File: src/rtl/bp_stall_counter_sampler_if.sv
// bp_stall_counter_sampler_if: valid/ready word stream from the stall-counter sampler toward the host FIFO
interface bp_stall_counter_sampler_if #(parameter int width_p = 32);
   logic [width_p-1:0] data;
   logic v;
   logic ready;
   modport master(output data, v, input ready);
   modport slave(input data, v, output ready);
endinterface

File: src/rtl/bp_stall_counter_sampler.sv
// bp_stall_counter_sampler: periodic coherent snapshot of the stall counter bank, streamed as seq header + counters
// Define BP_STALL_SAMPLER_CLEAR_EN to pulse clear_o on each capture (per-interval deltas instead of cumulative counts).
module bp_stall_counter_sampler #(
   parameter int width_p = 32,
   parameter int num_counters_p = 32,
   parameter int interval_width_p = 32
) (
   input  logic clk_i,
   input  logic reset_i,
   input  logic enable_i,
   input  logic [interval_width_p-1:0] interval_i,
   input  logic [num_counters_p*width_p-1:0] counters_i,
   output logic clear_o,
   output logic busy_o,
   output logic [width_p-1:0] overrun_o,
   bp_stall_counter_sampler_if.master stream
);
   localparam int idx_w = $clog2(num_counters_p + 1);
   typedef enum logic [1:0] {IDLE, COUNT, DRAIN} state_e;
   state_e state;
   logic [interval_width_p-1:0] timer;
   logic [interval_width_p-1:0] reload;
   logic [width_p-1:0] seq;
   logic [idx_w-1:0] idx;
   logic last;
   // words[0] is the header, frozen at capture so overruns during drain cannot disturb it
   logic [width_p-1:0] words [num_counters_p+1];
   assign reload = interval_i - interval_width_p'(1);
   assign last = idx == idx_w'(num_counters_p);
   assign stream.v = state == DRAIN;
   assign stream.data = state == DRAIN ? words[idx] : '0;
   assign busy_o = state == DRAIN;
`ifdef BP_STALL_SAMPLER_CLEAR_EN
   assign clear_o = state == COUNT && timer == '0;
`else
   assign clear_o = 1'b0;
`endif
   always_ff @(posedge clk_i or posedge reset_i)
      if (reset_i) begin
         state <= IDLE;
         timer <= '0;
         seq <= '0;
         idx <= '0;
         overrun_o <= '0;
         for (int k = 0; k <= num_counters_p; k++) words[k] <= '0;
      end else
         case (state)
            IDLE:
               if (enable_i && interval_i != '0) begin
                  state <= COUNT;
                  timer <= reload;
               end
            COUNT:
               if (timer == '0) begin
                  words[0] <= seq + width_p'(1);
                  for (int k = 0; k < num_counters_p; k++) words[k+1] <= counters_i[k*width_p +: width_p];
                  seq <= seq + width_p'(1);
                  timer <= reload;
                  idx <= '0;
                  state <= DRAIN;
               end else if (!enable_i || interval_i == '0)
                  state <= IDLE;
               else
                  timer <= timer - interval_width_p'(1);
            DRAIN: begin
               // timer only runs while enabled; an expiry here is a dropped sample
               if (enable_i && timer == '0) begin
                  timer <= reload;
                  seq <= seq + width_p'(1);
                  overrun_o <= overrun_o + width_p'(~&overrun_o);
               end else if (enable_i)
                  timer <= timer - interval_width_p'(1);
               if (stream.ready) begin
                  idx <= idx + idx_w'(1);
                  if (last) state <= enable_i && interval_i != '0 ? COUNT : IDLE;
               end
            end
            default: state <= IDLE;
         endcase
endmodule

File: src/flat_wrapper.sv
// flat-port wrapper written by rule: the top's interface ports become plain ports
module bp_stall_counter_sampler_flat 
#(
   parameter int width_p = 32,
   parameter int num_counters_p = 32,
   parameter int interval_width_p = 32
)
  (clk_i, reset_i, enable_i, interval_i, counters_i, clear_o, busy_o, overrun_o, stream_data, stream_v, stream_ready);
  bp_stall_counter_sampler_if #(.width_p(width_p)) stream_i ();
  input  logic clk_i;
  input  logic reset_i;
  input  logic enable_i;
  input  logic [interval_width_p-1:0] interval_i;
  input  logic [num_counters_p*width_p-1:0] counters_i;
  output logic clear_o;
  output logic busy_o;
  output logic [width_p-1:0] overrun_o;
  output wire logic [$bits(stream_i.data)-1:0] stream_data;
  output wire logic [$bits(stream_i.v)-1:0] stream_v;
  input wire logic [$bits(stream_i.ready)-1:0] stream_ready;
  assign stream_data = stream_i.data;
  assign stream_v = stream_i.v;
  assign stream_i.ready = stream_ready;
  bp_stall_counter_sampler #(.width_p(width_p), .num_counters_p(num_counters_p), .interval_width_p(interval_width_p)) u_core (.clk_i(clk_i), .reset_i(reset_i), .enable_i(enable_i), .interval_i(interval_i), .counters_i(counters_i), .clear_o(clear_o), .busy_o(busy_o), .overrun_o(overrun_o), .stream(stream_i));
endmodule
File: config.mk
export PLATFORM = sky130hd
export DESIGN_NAME = bp_stall_counter_sampler_flat
export DESIGN_NICKNAME = d
export VERILOG_FILES = /design/src/rtl/bp_stall_counter_sampler_if.sv /design/src/rtl/bp_stall_counter_sampler.sv /design/src/flat_wrapper.sv
export SDC_FILE = /design/constraint.sdc
export NUM_CORES = 2
export LEC_CHECK = 0
export CELL_PAD_IN_SITES_DETAIL_PLACEMENT = 0
export CELL_PAD_IN_SITES_GLOBAL_PLACEMENT = 1
export CORE_AREA = 5 5 430 432
export CTS_BUF_LIST = sky130_fd_sc_hd__clkbuf_4 sky130_fd_sc_hd__clkbuf_8
export CTS_CLUSTER_SIZE = 10
export DETAILED_ROUTE_END_ITERATION = 16
export DIE_AREA = 0 0 435 437
export PLACE_DENSITY = 0.66
export SKIP_LAST_GASP = 1
export SLEW_MARGIN = 20
export SYNTH_ARGS = -nofsm -noshare
export SYNTH_HDL_FRONTEND = slang
export SYNTH_SLANG_ARGS = --single-unit
File: constraint.sdc
create_clock -name clk_i -period 89.4 [get_ports clk_i]
set_clock_uncertainty 0.15 [all_clocks]
set_input_delay 17.88 -clock clk_i [delete_from_list [all_inputs] [get_ports clk_i]]
set_output_delay 17.88 -clock clk_i [all_outputs]
set_load 0.01 [all_outputs]
==> metrics.md <==
| Metric | Value |
|---|---|
| Final Util | 0.3994 |
| Initial core utilization | 0.3002 |
| Io pins | 1,127 |
| Setup CP Type | reg2out |
| Vias in the first global route | 46,560 |
| I/O Buffers | 1,125 |
| # setup viols final | 0 |
| Power density relative to cell area | 17.66 nW/µm² |
| Placeable core region | 180,200 µm² |
| Commonest non-fill, non-tap cell in the layout | nand2_1 |
| GRT Overall Usage | 0.2789 |
| Largest net degree at the start of global routing | 238 |
| EDFF count, synth | 0 |
| GPL Wtd Cong | 0.9606 |
| Seq/Total Area, Yosys | 0.5367 |
| Syn Area/Cell | 9.536 µm² |
| DIE HEIGHT | 437 µm |
| Max Cap Viol | 0 |
| CTS tree | built |
| Setup_tns | 0 ps |
| Residual DRC | 0 |
| Clock share of power | 0.426 |
| First-pass GRT wire length | 372.9 mm |
| Post-CTS Setup Bufs | 0 |
| Status | finished clean |
| Slew headroom | 0.2407 |
| Drt first pass iters | 5 |
| Row count | 156 |
| Fmax | 40.69 MHz |
| Seq pwr share | 0.437 |
| VDD IR max | 0.01410 mV |
| CTS Sinks | 1,160 |
| Most frequent cells in the layout | nand2_1 (3,210), dfrtp_1 (1,155), clkdlybuf4s50_1 (1,125) |
| Synth Cell Area | 54,090 µm² |
| Post-CTS Resized | 0 |
| Crit share post-route | 0.2749 |
| Flops & latches, synth | 1,160 |
| Vias | 46,770 |
| Comb power frac | 0.137 |
| Pins Over Slew Limit | 0 |
| Fin crit period | 24,580 ps |
| Worst Hold Slack | 310.0 ps |
| Die Span X | 435 µm |
| HP Class | reg2reg |
| Vias/cell | 5.048 |
| Lkg Pwr | 29.02 nW |
| Fillers | 17,900 |
| Placed cell count | 8,861 |
| Clock transition at path regs | 70 ps |
| CTS buffer count | 209 |
| Area delta synth->final | 33.01% |
| Clock Latency Late Sink | 940 ps |
| Layout cell share with drive strength beyond 1 | 0.1122 |
| H-tree depth | 4 |
| WL per Instance | 29.44 µm |
| RSZ-0062 raised after global routing | false |
| Total grt overflow | 0 |
| Post-synthesis cell type count | 64 |
| Cells after Synth | 5,672 |
| Mapped Nets | 6,744 |
| Clock root cell | clkbuf_8 |
| CP Launch Type | flip-flop |
| Switching part of the total power | 0.2734 |
| Die area | 190,100 µm² |
| NumNets Final | 7,777 |
| Hold buffers post-CTS | 0 |
| DRT Wirelength | 272.7 mm |
| Longest Clk Path Bufs | 3 |
| CP endpoint kind | primary output |
| Worst-Margin Slew | 1127 ps |
| Synth async-reset ratio | 1.000 |
| NetSw | 0.3473 mW |
| Final number of hold-violating endpoints | 0 |
| DRT iter0 DRCs | 4,698 |
| Post-DP HPWL | 214.2 mm |
| Crit Path Max Fanout | 48 |
| Antenna violations before repair | 94 |
| Power Internal | 0.9230 mW |
| Yosys Warn Count | 0 |
| Post-route ant nets | 0 |
| Dominant synthesized flop cell | dfrtp_1 |
| Final cell count without fillers | 9,265 |
| CP required | 71,370 ps |
| Worst Path Arrival | 6550 ps |
-- stage by stage --
| step | setup slack, ps | total power, mW | instance area, µm² |
|---|---|---|---|
| 2_1_floorplan | 38700 | 0.6411 | 54090 |
| 6_report | 64820 | 1.270 | 71950 |
| 3_3_place_gp | 65640 | 0.7397 | 67290 |
| 4_1_cts | 64480 | 1.285 | 71750 |
| 3_5_place_dp | 65510 | 0.7403 | 67290 |
| 5_1_grt | 64190 | 1.320 | 71890 |
-- sequential cells by signal, indices dropped and copies added (netlist names) --
signal	cells
u_core.words	1056
u_core.overrun_o	32
u_core.seq	32
u_core.timer	32
u_core.idx	6
u_core.state	2
-- routing by layer --
layer	vias to the layer above	GRT usage	share of wire
li1	20580	-	-
met2	1951	0.4302	0.45
met5	-	0	0.00048
met4	20	0.1096	0.041
met3	408	0.07215	0.077
met1	23810	0.3768	0.43
-- power by group through the flow --
stage	Clock, mW	Sequential [mW]	Combinational (mW)
3_3_place_gp	0	0.565	0.175
2_1_floorplan	0	0.553	0.0879
4_1_cts	0.553	0.556	0.176
6_report	0.541	0.555	0.174
3_5_place_dp	0	0.565	0.176
5_1_grt	0.577	0.557	0.186
-- critical path, stage by stage, from the launching register on --
cell,delay [ps]
dfrtp_4,760
buf_4,710
buf_4,890
buf_4,850
mux4_2,610
mux4_2,500
mux2i_1,380
o21ai_0,210
clkdlybuf4s50_1,570
-- final timing paths --
check / cells past startpoint / from / endpoint / slack [ps]
max: 8 / u_core.idx[0] / stream_data[0] / 64820
min: 2 / u_core.words[606] / u_core.words[606] / 310
max reg2reg: 13 / u_core.timer[0] / u_core.words[189] / 82150
min reg2reg: 2 / u_core.words[606] / u_core.words[606] / 310
max in group asynchronous: 7 / reset_i / u_core.words[617] / 67060
min in group asynchronous: 2 / reset_i / u_core.words[992] / 17360
-- layout make-up --
cell class,count,area (µm²),area share
Antenna cell,33,82.58,0.001148
Timing Repair Buffer,1176,11820,0.1643
Inverter,28,112.6,0.001565
Clock buffer,332,4075,0.05664
Sequential cell,1160,29040,0.4037
Tap cell,2370,2965,0.04122
Multi-Input combinational cell,4130,23450,0.3260
Clock inverter,36,390.4,0.005426
-- cell usage after synthesis, types with 4 or more instances --
master / n / area (µm²)
nor4_1: 22 / 137.6
inv_1: 28 / 105.1
buf_4: 20 / 150.1
dfrtp_1: 1160 / 29030
or3_1: 11 / 68.82
buf_2: 114 / 570.6
o21ai_0: 88 / 440.4
nor2_1: 58 / 217.7
nor3b_1: 4 / 30.03
o31ai_1: 6 / 45.04
nand3_1: 30 / 150.1
mux4_2: 320 / 7207
nor3_1: 29 / 145.1
buf_1: 30 / 112.6
xnor2_1: 73 / 639.4
clkbuf_1: 190 / 713.2
o22ai_1: 15 / 93.84
a21oi_1: 20 / 100.1
mux2i_1: 34 / 340.3
and4_1: 4 / 35.03
ha_1: 12 / 150.1
o32ai_1: 5 / 43.79
o41ai_1: 6 / 52.55
a22o_1: 16 / 140.1
nand4_1: 26 / 162.7
or4_1: 12 / 90.09
and3_1: 21 / 131.4
nand2b_1: 5 / 31.28
nand2_1: 3210 / 12050
nor4b_1: 4 / 35.03
xor2_1: 42 / 367.9
a32oi_1: 4 / 35.03
or2_2: 7 / 43.79
o2bb2ai_1: 6 / 52.55
a31oi_1: 7 / 43.79
-- cell families (layout without fill, tap and decap cells) --
family / count (synthesis) / in the layout / share of synthesized area
xor gates and xnor gates: 115 / 115 / 0.01862
adders and majority gates: 12 / 12 / 0.002776
other: 1 / 34 / 0.00006933
muxes: 357 / 357 / 0.1402
and+or+nand+nor: 3454 / 3454 / 0.2484
AOI/OAI and AO/OA: 191 / 191 / 0.02274
buffers and inverters: 382 / 1572 / 0.03053
DFF: 1160 / 1160 / 0.5367
Power figures use the tool's default switching activity.
